File: src/rtl/fpmult_rr_scheduler_pkg.sv
// Shared types and helpers for the fixed-point multiplier round-robin scheduler.
// Grant/pointer widths derive from clog2_min1 so NREQ=2 still gets a 1-bit index.
package fpmult_sched_pkg;

  typedef enum logic [1:0] {
    IDLE  = 2'd0,
    ISSUE = 2'd1,
    WAIT  = 2'd2,
    RESP  = 2'd3
  } state_t;

  function automatic int clog2_min1(input int v);
    return (v <= 2) ? 1 : $clog2(v);
  endfunction

endpackage

File: src/rtl/fpmult_rr_scheduler_if.sv
// Requester and multiplier handshake bundle of the scheduler.
// master = scheduler view, slave = requesters plus the attached multiplier.
interface fpmult_rr_scheduler_if #(
  parameter int NREQ = 4,
  parameter int n    = 32
);
  logic [NREQ-1:0]   req_val;
  logic [NREQ-1:0]   req_rdy;
  logic [NREQ*n-1:0] req_a;
  logic [NREQ*n-1:0] req_b;
  logic [NREQ-1:0]   resp_val;
  logic [NREQ-1:0]   resp_rdy;
  logic [n-1:0]      resp_c;
  logic              mult_recv_val;
  logic              mult_recv_rdy;
  logic [n-1:0]      mult_a;
  logic [n-1:0]      mult_b;
  logic              mult_send_val;
  logic              mult_send_rdy;
  logic [n-1:0]      mult_c;
  logic              busy;

  modport master (
    input  req_val, req_a, req_b, resp_rdy,
    input  mult_recv_rdy, mult_send_val, mult_c,
    output req_rdy, resp_val, resp_c,
    output mult_recv_val, mult_a, mult_b, mult_send_rdy, busy
  );

  modport slave (
    output req_val, req_a, req_b, resp_rdy,
    output mult_recv_rdy, mult_send_val, mult_c,
    input  req_rdy, resp_val, resp_c,
    input  mult_recv_val, mult_a, mult_b, mult_send_rdy, busy
  );
endinterface

File: src/rtl/fpmult_rr_scheduler_pick.sv
// Combinational round-robin picker: first set request at or after i_ptr, wrapping.
// Doubling the request vector turns the wrap into a plain lowest-bit priority encode.
module fpmult_rr_pick #(
  parameter int NREQ = 4,
  parameter int PW   = 2
) (
  input  logic [NREQ-1:0] i_req,
  input  logic [PW-1:0]   i_ptr,
  output logic [NREQ-1:0] o_gnt_oh,
  output logic [PW-1:0]   o_gnt_idx,
  output logic            o_any
);
  logic [2*NREQ-1:0] w_dbl;
  logic [2*NREQ-1:0] w_mask;
  logic [2*NREQ-1:0] w_sel;
  logic [PW-1:0]     w_idx;
  logic [NREQ-1:0]   w_oh;

  assign w_dbl  = {i_req, i_req};
  assign w_mask = ~(((2*NREQ)'(1) << i_ptr) - (2*NREQ)'(1));
  assign w_sel  = w_dbl & w_mask;

  // Descending scan so the last hit kept is the lowest set bit.
  always_comb begin
    w_idx = '0;
    for (int i = 2*NREQ-1; i >= 0; i--) begin
      if (w_sel[i]) begin
        w_idx = PW'((i >= NREQ) ? (i - NREQ) : i);
      end
    end
  end

  always_comb begin
    w_oh = '0;
    if (|i_req) begin
      w_oh[w_idx] = 1'b1;
    end
  end

  assign o_gnt_oh  = w_oh;
  assign o_gnt_idx = w_idx;
  assign o_any     = |i_req;

endmodule

File: src/rtl/fpmult_rr_scheduler.sv
// Shares one iterative fixed-point multiplier among NREQ val/rdy requesters, one op at a time.
// Round-robin grant in IDLE; the result returns only to the granted port and is held until taken.
module fpmult_rr_scheduler
  import fpmult_sched_pkg::*;
#(
  parameter int NREQ = 4,
  parameter int n    = 32,
  parameter int d    = 16
) (
  input  logic                   clk,
  input  logic                   reset,
  fpmult_rr_scheduler_if.master  bus
);
  localparam int PW = clog2_min1(NREQ);

  if (NREQ < 2 || d >= n) begin : g_param_chk
    $error("fpmult_rr_scheduler: NREQ must be >= 2 and d < n");
  end

  state_t          r_state;
  logic [PW-1:0]   r_ptr;
  logic [PW-1:0]   r_grant;
  logic [n-1:0]    r_a;
  logic [n-1:0]    r_b;
  logic [n-1:0]    r_c;

  logic [NREQ-1:0] w_gnt_oh;
  logic [PW-1:0]   w_gnt_idx;
  logic            w_any;
  logic [PW-1:0]   w_ptr_nxt;
  logic [NREQ-1:0] w_resp_val;
  logic [n-1:0]    w_req_a [NREQ];
  logic [n-1:0]    w_req_b [NREQ];

  for (genvar gi = 0; gi < NREQ; gi++) begin : g_slice
    assign w_req_a[gi] = bus.req_a[gi*n +: n];
    assign w_req_b[gi] = bus.req_b[gi*n +: n];
  end

  fpmult_rr_pick #(
    .NREQ (NREQ),
    .PW   (PW)
  ) u_pick (
    .i_req     (bus.req_val),
    .i_ptr     (r_ptr),
    .o_gnt_oh  (w_gnt_oh),
    .o_gnt_idx (w_gnt_idx),
    .o_any     (w_any)
  );

  assign w_ptr_nxt = (r_grant == PW'(NREQ-1)) ? '0 : r_grant + PW'(1);

  always_ff @(posedge clk) begin
    if (reset) begin
      r_state <= IDLE;
      r_ptr   <= '0;
      r_grant <= '0;
      r_a     <= '0;
      r_b     <= '0;
      r_c     <= '0;
    end else begin
      case (r_state)
        IDLE: begin
          if (w_any) begin
            r_grant <= w_gnt_idx;
            r_a     <= w_req_a[w_gnt_idx];
            r_b     <= w_req_b[w_gnt_idx];
            r_state <= ISSUE;
          end
        end
        ISSUE: begin
          if (bus.mult_recv_rdy) begin
            r_state <= WAIT;
          end
        end
        WAIT: begin
          if (bus.mult_send_val) begin
            r_c     <= bus.mult_c;
            r_state <= RESP;
          end
        end
        RESP: begin
          // Only the granted port's ready can retire the response.
          if (bus.resp_rdy[r_grant]) begin
            r_ptr   <= w_ptr_nxt;
            r_state <= IDLE;
          end
        end
        default: r_state <= IDLE;
      endcase
    end
  end

  always_comb begin
    w_resp_val = '0;
    if (r_state == RESP) begin
      w_resp_val[r_grant] = 1'b1;
    end
  end

  assign bus.req_rdy       = (r_state == IDLE && !reset) ? w_gnt_oh : '0;
  assign bus.resp_val      = w_resp_val;
  assign bus.resp_c        = r_c;
  assign bus.mult_recv_val = (r_state == ISSUE);
  assign bus.mult_a        = r_a;
  assign bus.mult_b        = r_b;
  assign bus.mult_send_rdy = (r_state == WAIT);
  assign bus.busy          = (r_state != IDLE);

endmodule

File: src/flat_wrapper.sv
// flat-port wrapper written by rule: the top's interface ports become plain ports
module fpmult_rr_scheduler_flat import fpmult_sched_pkg::*;
#(
  parameter int NREQ = 4,
  parameter int n    = 32,
  parameter int d    = 16
)
  (clk, reset, bus_req_val, bus_req_a, bus_req_b, bus_resp_rdy, bus_mult_recv_rdy, bus_mult_send_val, bus_mult_c, bus_req_rdy, bus_resp_val, bus_resp_c, bus_mult_recv_val, bus_mult_a, bus_mult_b, bus_mult_send_rdy, bus_busy);
  fpmult_rr_scheduler_if #(.NREQ(NREQ), .n(n)) bus_i ();
  input  logic clk;
  input  logic reset;
  input wire logic [$bits(bus_i.req_val)-1:0] bus_req_val;
  input wire logic [$bits(bus_i.req_a)-1:0] bus_req_a;
  input wire logic [$bits(bus_i.req_b)-1:0] bus_req_b;
  input wire logic [$bits(bus_i.resp_rdy)-1:0] bus_resp_rdy;
  input wire logic [$bits(bus_i.mult_recv_rdy)-1:0] bus_mult_recv_rdy;
  input wire logic [$bits(bus_i.mult_send_val)-1:0] bus_mult_send_val;
  input wire logic [$bits(bus_i.mult_c)-1:0] bus_mult_c;
  output wire logic [$bits(bus_i.req_rdy)-1:0] bus_req_rdy;
  output wire logic [$bits(bus_i.resp_val)-1:0] bus_resp_val;
  output wire logic [$bits(bus_i.resp_c)-1:0] bus_resp_c;
  output wire logic [$bits(bus_i.mult_recv_val)-1:0] bus_mult_recv_val;
  output wire logic [$bits(bus_i.mult_a)-1:0] bus_mult_a;
  output wire logic [$bits(bus_i.mult_b)-1:0] bus_mult_b;
  output wire logic [$bits(bus_i.mult_send_rdy)-1:0] bus_mult_send_rdy;
  output wire logic [$bits(bus_i.busy)-1:0] bus_busy;
  assign bus_i.req_val = bus_req_val;
  assign bus_i.req_a = bus_req_a;
  assign bus_i.req_b = bus_req_b;
  assign bus_i.resp_rdy = bus_resp_rdy;
  assign bus_i.mult_recv_rdy = bus_mult_recv_rdy;
  assign bus_i.mult_send_val = bus_mult_send_val;
  assign bus_i.mult_c = bus_mult_c;
  assign bus_req_rdy = bus_i.req_rdy;
  assign bus_resp_val = bus_i.resp_val;
  assign bus_resp_c = bus_i.resp_c;
  assign bus_mult_recv_val = bus_i.mult_recv_val;
  assign bus_mult_a = bus_i.mult_a;
  assign bus_mult_b = bus_i.mult_b;
  assign bus_mult_send_rdy = bus_i.mult_send_rdy;
  assign bus_busy = bus_i.busy;
  fpmult_rr_scheduler #(.NREQ(NREQ), .n(n), .d(d)) u_core (.clk(clk), .reset(reset), .bus(bus_i));
endmodule
File: config.mk
export PLATFORM = sky130hd
export DESIGN_NAME = fpmult_rr_scheduler_flat
export DESIGN_NICKNAME = d
export VERILOG_FILES = /design/src/rtl/fpmult_rr_scheduler_pkg.sv /design/src/rtl/fpmult_rr_scheduler_if.sv /design/src/rtl/fpmult_rr_scheduler_pick.sv /design/src/rtl/fpmult_rr_scheduler.sv /design/src/flat_wrapper.sv
export SDC_FILE = /design/constraint.sdc
export NUM_CORES = 1
export LEC_CHECK = 0
export BUFFER_PORTS_ARGS = -buffer_cell sky130_fd_sc_hd__clkbuf_2
export CAP_MARGIN = 20
export CORE_AREA = 8 8 153 155
export CTS_CLUSTER_DIAMETER = 40
export DETAILED_ROUTE_END_ITERATION = 8
export DIE_AREA = 0 0 161 163
export HOLD_SLACK_MARGIN = 0.12
export PLACE_DENSITY = 0.69
export SLEW_MARGIN = 10
export SYNTH_ARGS = -nofsm -noshare
export SYNTH_HDL_FRONTEND = slang
export SYNTH_SLANG_ARGS = --single-unit
export TNS_END_PERCENT = 30
File: constraint.sdc
create_clock -name clk -period 3.3 [get_ports clk]
set_input_delay 0.66 -clock clk [delete_from_list [all_inputs] [get_ports clk]]
set_output_delay 0.66 -clock clk [all_outputs]
set_load 0.01 [all_outputs]
# After elaboration in Yosys (flattened, before gate mapping)
# Cells that the tools add are included.
dict set report word_totals {
  in_bits 300
  register_bits 102
  wordCells 65
  output_inout_bits 107
}
dict set report classes {
  bitwise 3
  n_reduce_logical 11
  muxes 29
  magnitude_cmp 5
  n_eq_ne 8
  n_addsub 2
  n_shift 1
}
# cell count
set ops {}
lappend ops {{$bmux W32 S2} 2}
lappend ops {{$mux W32} 4}
lappend ops {{$mux W2} 13}
lappend ops {{$mux W4} 3}
lappend ops {{$and A8 B8 Y8} 1}
lappend ops {{$not A8 Y8} 1}
lappend ops {{$pmux W2 S4} 1}
lappend ops {{$shl A1 B2 Y8 const A} 1}
lappend ops {{$sub A8 B2 Y8 const B} 1}
lappend ops {{$eq A2 B2 Y1 const B} 3}
lappend ops {{$lt A2 B3 Y1 const B} 2}
lappend ops {{$ne A2 B2 Y1 const B} 3}
lappend ops {{$reduce_and A2 Y1} 3}
lappend ops {{$demux W1 S2} 2}
lappend ops {{$ge A2 B1 Y1 const B} 2}
lappend ops {{$reduce_and A4 Y1} 1}
lappend ops {{$reduce_or A4 Y1} 1}
lappend ops {{$ge A3 B3 Y1 const B} 1}
lappend ops {{$logic_and A1 B1 Y1} 3}
lappend ops {{$mux W1} 3}
lappend ops {{$not A2 Y3} 1}
lappend ops {{$add A2 B1 Y2 const B} 1}
lappend ops {{$bmux W1 S2} 1}
lappend ops {{$eq A2 B1 Y1 const B} 1}
lappend ops {{other kinds (4)} 4}

# Logic depth before layout (Yosys ltp)
dict set report depth {
  word_depth 18
  ltp_mapped 9
  depth_no_buf 7
}

# Modules after synthesis
# Synthesis repeated with hierarchy kept, for this count alone.
dict set report unflattened {
  cells_unflattened 581
  hier_area_um2 5501.5
}
# mod cells_per_inst seq_area_each_um2 area_per_inst_um2 n_inst
set modules_own_cells {}
lappend modules_own_cells {fpmult_rr_scheduler 559 2042.0 5337.6 1}
lappend modules_own_cells {fpmult_rr_pick 22 0.0 163.9 1}

# Worst setup path after synthesis
# OpenSTA, ideal clock, no wires.
dict set report synth_timing {
  path_kind {flip-flop to output port}
  startpoint {register u_core.r_ptr[1]}
  endpoint {output port bus_req_rdy[0]}
  path_stages_with_launch 8
  arrival_time_ps 2116
  required_ps 2640
  path_buffers 2
  path_slack_ps 524
  cell_sequence {dfxtp_1 or2_2 ha_1 o32ai_1 o32ai_4 buf_4 buf_4 nor3b_1}
}
dict set report synth_via {
  elab_chain_len 18
  word_cells_on_any_way 19
  classes_between {add/sub (1); order compare (2); shift (1); mux (12); bitwise (2); reduce/logical (1)}
}
# element line_no
set synth_lines {}
lappend synth_lines {{start, declared} fpmult_rr_scheduler.sv:21} ;# logic [PW-1:0] r_ptr;
lappend synth_lines {{start signal, assigned} fpmult_rr_scheduler.sv:85} ;# r_ptr <= w_ptr_nxt;
lappend synth_lines {{$shl A1 B2 Y8 (*)} fpmult_rr_scheduler_pick.sv:20} ;# assign w_mask = ~(((2*NREQ)'(1) << i_ptr) - (2*NREQ)'(1));
lappend synth_lines {{$sub A8 B2 Y8 (*)} fpmult_rr_scheduler_pick.sv:20}
lappend synth_lines {{$not A8 Y8 (*)} fpmult_rr_scheduler_pick.sv:20}
lappend synth_lines {{$and A8 B8 Y8 (*)} fpmult_rr_scheduler_pick.sv:21} ;# assign w_sel = w_dbl & w_mask;
lappend synth_lines {{$mux W2 (7 in series)} fpmult_rr_scheduler_pick.sv:27} ;# if (w_sel[i]) begin
lappend synth_lines {{$mux W2 (*)} fpmult_rr_scheduler_pick.sv:27}
lappend synth_lines {{$lt A2 B3 Y1 (not written as such) or $ge A2 B1 Y1 (tied branches)} fpmult_rr_scheduler_pick.sv:36} ;# w_oh[w_idx] = 1'b1;
lappend synth_lines {{$logic_and A1 B1 Y1 (not written as such)} fpmult_rr_scheduler_pick.sv:36}
lappend synth_lines {{$mux W1 (not written as such)} fpmult_rr_scheduler_pick.sv:36}
lappend synth_lines {{$demux W1 S2 (*)} fpmult_rr_scheduler_pick.sv:36}
lappend synth_lines {{$mux W4 (*)} fpmult_rr_scheduler_pick.sv:35} ;# if (|i_req) begin
lappend synth_lines {{$mux W4 (*)} fpmult_rr_scheduler.sv:101} ;# assign bus.req_rdy = (r_state == IDLE && !reset) ? w_gnt_oh : '0;
lappend synth_lines {{end, declared} flat_wrapper.sv:19} ;# output wire logic [$bits(bus_i.req_rdy)-1:0] bus_req_rdy;
# Every way passes the cells marked *; elsewhere a longest branch is shown, timed or not.

# Final worst setup path
# Ends and elaborated chain as after synthesis.

==> flow_summary_export.csv <==
group,metric,value,unit
run_status,status,"finished, final reports clean",
placed_design,placedCellCount,1223,
worst_setup_path,path_buf_inv,2,
timing,rsz0062_at_grt,"no",
drt,vias_per_cell,4.81,
yosys,yosys_warnings,0,
floorplanning,ios,407,
cells_and_area,finalNetCount,1270,
clocking,clock_path_buffers,2,
drt,routed_wl,22.6,mm
global_route,grt_max_degree,65,
clocking,cts_tree,"built",
placed_design,dp_hpwl,18.5,mm
yosys,yosysTopAreaCell,"dfxtp_1",
cells_and_area,mostFrequentLayoutCell,"clkbuf_2",
yosys,synth_edf_count,0,
cells_and_area,layout-drive-gt1-share,50.7,%
drt,first_iter_violations,273,
drt,drc_errors,0,
yosys,synth_area_leaders,"dfxtp_1 36%, mux2i_1 12%, a221o_1 11%, mux2_2 7.8%, nor3_1 5.9%",
global_route,antenna_found_initial,0,
timing,fmax,0.322,GHz
worst_setup_path,cp_max_fo,8,
worst_hold_path,min_to,"u_core.bus.resp_c[0]$_SDFFE_PP0P_",
yosys,synth_top_flop_cell,"dfxtp_1",
timing,tns,0,ns
run,cap_viol_max_count,0,
timing,setup_viol,0,
global_route,grt_pass1_vias,6434,
timing,fin_hold_ws,0.455,ns
worst_setup_path,critical_path_class,"flip-flop to output port",
drt,dr_wl_met3,2.15,mm
yosys,synth_top_area_share,36.4,%
drt,vias,5963,
floorplanning,fp.dieW,161,µm
cells_and_area,multi_input_area,0.00323,mm²
drt,ant_nets,0,
timing,hold_viol,0,
timing,finalMaxSlewViolations,0,
cells_and_area,seqCellArea,0.00204,mm²
yosys,syn_nets,888,
timing,tightest_slew,0.976,ns
worst_setup_path,cpPeakStageDelay,0.41,ns
timing,slew_headroom,34.9,%
floorplanning,core.rowCount,53,
worst_setup_path,reg2reg_depth,8,
clocking,cts-buffers-inserted,9,
timing,fin_crit_sh,94.1,%
placed_design,dp_slack,0.469,ns
global_route,gr-total-overflow,0,
clocking,clock_latency,0.35,ns
drt,wl_met1,8.82,mm
timing,fin_crit,3.10,ns
yosys,ys_types,34,
worst_setup_path,r2r_slack,0.52,ns
yosys,async_flop_share,0,%
cells_and_area,diodes,0,
global_route,grt_pass1_wl,34.5,mm
worst_setup_path,required,2.64,ns
worst_setup_path,timing.rr.end,"u_core.bus.mult_a[13]$_SDFFE_PP0P_",
drt,wire_per_inst,18.3,µm
yosys,synth_seq_cells,102,
clocking,cts_root_buf,"clkbuf_16",
floorplanning,die_y,163,µm
worst_setup_path,cp-start-kind,"flip-flop",
cells_and_area,synthToLayoutAreaGrowth,45.1,%
drt,route.met2.wl,11.1,mm
timing,clock_skew,0.00985,ns
worst_setup_path,r2r-start,"u_core.r_ptr[1]$_SDFFE_PP0P_",
placed_design,gp_congestion,0.814,
drt,drt_pre_antenna_iters,4,
worst_hold_path,min_from,"u_core.bus.resp_c[0]$_SDFFE_PP0P_",
pwr,power.density,619,mW/mm²
clocking,cts_sinks,102,
pwr,vdd_drop_max,302,µV
worst_hold_path,hold_depth,2,
yosys,yosysSeqAreaShare,36.4,%
timing,setup_ws,0.196,ns
worst_setup_path,end_kind,"output port",
cells_and_area,final_cells,1240,
yosys,syn_avg_cell_area,9.71,µm²
clocking,ctsHtreeMaxLevel,3,
cells_and_area,fillers,2084,
worst_hold_path,hp-class,"flip-flop to flip-flop",
floorplanning,dieArea,0.0262,mm²
clocking,cts.clk_slew.worst_paths,0.08,ns
placed_design,io_buffer_count,406,
yosys,syn_inst,578,
cells_and_area,layout_common_cells,"406 x clkbuf_2, 100 x dfxtp_1, 69 x nand2_1",
floorplanning,core-area,0.0208,mm²
worst_setup_path,worstPathCellList,"or2_2 > ha_1 > o32ai_1 > o32ai_4 > buf_4 > nor3b_1 > clkbuf_2",
drt,top_layer_used,"met4",
global_route,grt_use_total,16.3,%
pwr,leakage,4.20,nW
worst_setup_path,crit_arrival,2.44,ns
floorplanning,start_util,27.0,%
worst_setup_path,crit_family,"compound AO/OA/AOI/OAI gates",
yosys,synth.cell_area,0.00561,mm²
worst_setup_path,worst_path_max_delay_cell,"o32ai_1",
## cell type report
class / count / area share, %
multi-input cells: 415 / 39.6
repair buffers: 425 / 27.0
flip-flops and latches: 102 / 25.1
well taps: 275 / 4.22
clock buffers: 9 / 2.76
clock inverters: 7 / 0.983
inverters: 7 / 0.322
## stage by stage
step                      power [W]  area [µm²]  utilization [%]
final                       0.00504        8150             39.1
after global routing        0.00537        8150             39.1
after CTS                   0.00510        8140             39.1
after detailed placement    0.00396        7830             37.6
after global placement      0.00393        7830             37.6
after floorplan             0.00311        5610                -
## cell families after synthesis
kind of cell,after synthesis,share of synthesized area (%)
buffers and inverters,61,6.44
muxes,130,24.8
and+or+nand+nor,165,13.8
AOI/OAI and AO/OA,110,16.3
DFF,102,36.4
adders and majority gates,10,2.23
## what timing repair did
item,in CTS,in global routing
resized for setup,0,2
hold buffers,0,0
setup endpoints to repair,0,2
endpoints found under the hold margin,0,0
setup buffers,0,1
## how the worst max path moves through the flow
stage,start,to,cells past startpoint
floorplan,u_core.r_ptr[1]$_SDFFE_PP0P_,bus_req_rdy[0],7
global placement,bus_req_val[1],u_core.bus.mult_b[29]$_SDFFE_PP0P_,7
detailed placement,bus_req_val[0],u_core.bus.mult_b[30]$_SDFFE_PP0P_,6
CTS,u_core.r_ptr[1]$_SDFFE_PP0P_,bus_req_rdy[3],8
global route,u_core.r_ptr[1]$_SDFFE_PP0P_,bus_req_rdy[3],8
finish,u_core.r_ptr[1]$_SDFFE_PP0P_,bus_req_rdy[0],7
## sequential cells by signal (all words and copies together), names as in the netlist
| register | cells |
|---|---|
| u_core.r_ptr | 2 |
| u_core.r_state | 2 |
| u_core.bus.mult_a | 32 |
| u_core.bus.mult_b | 32 |
| u_core.bus.resp_c | 32 |
| u_core.r_grant | 2 |
## worst register-to-register path, stage by stage (launching register included)
cell and delay, ns:
dfxtp_2 0.36, or2_2 0.30, ha_1 0.32, nand2b_1 0.11, a21oi_1 0.10, o32ai_4 0.39
nor2b_4 0.22, buf_4 0.55, a221o_1 0.36
## Yosys cell counts (4+ instances only)
cell type  count
nor2b_1        4
clkbuf_1      18
buf_4          8
nor2_1         4
mux2_1        25
buf_2         16
nand2_1       69
inv_1          7
dfxtp_1      102
a21oi_1       38
buf_6         11
nand2b_1       7
nor3_1        66
ha_1          10
mux2i_1       65
mux2_2        39
a221o_1       64
and2_1         6
## power breakdown
part	internal (W)	switching (W)
clock	0.000600	0.000516
sequential	0.00157	0.000203
combinational	0.000963	0.00118
total	0.00314	0.00190
## metal layers
metal	vias to the layer above	track usage, %
li1	2919	-
met1	2743	17.6
met2	270	28.5
met3	31	6.62
met4	0	5.98
met5	-	0
(Power assumes the default switching activity.)
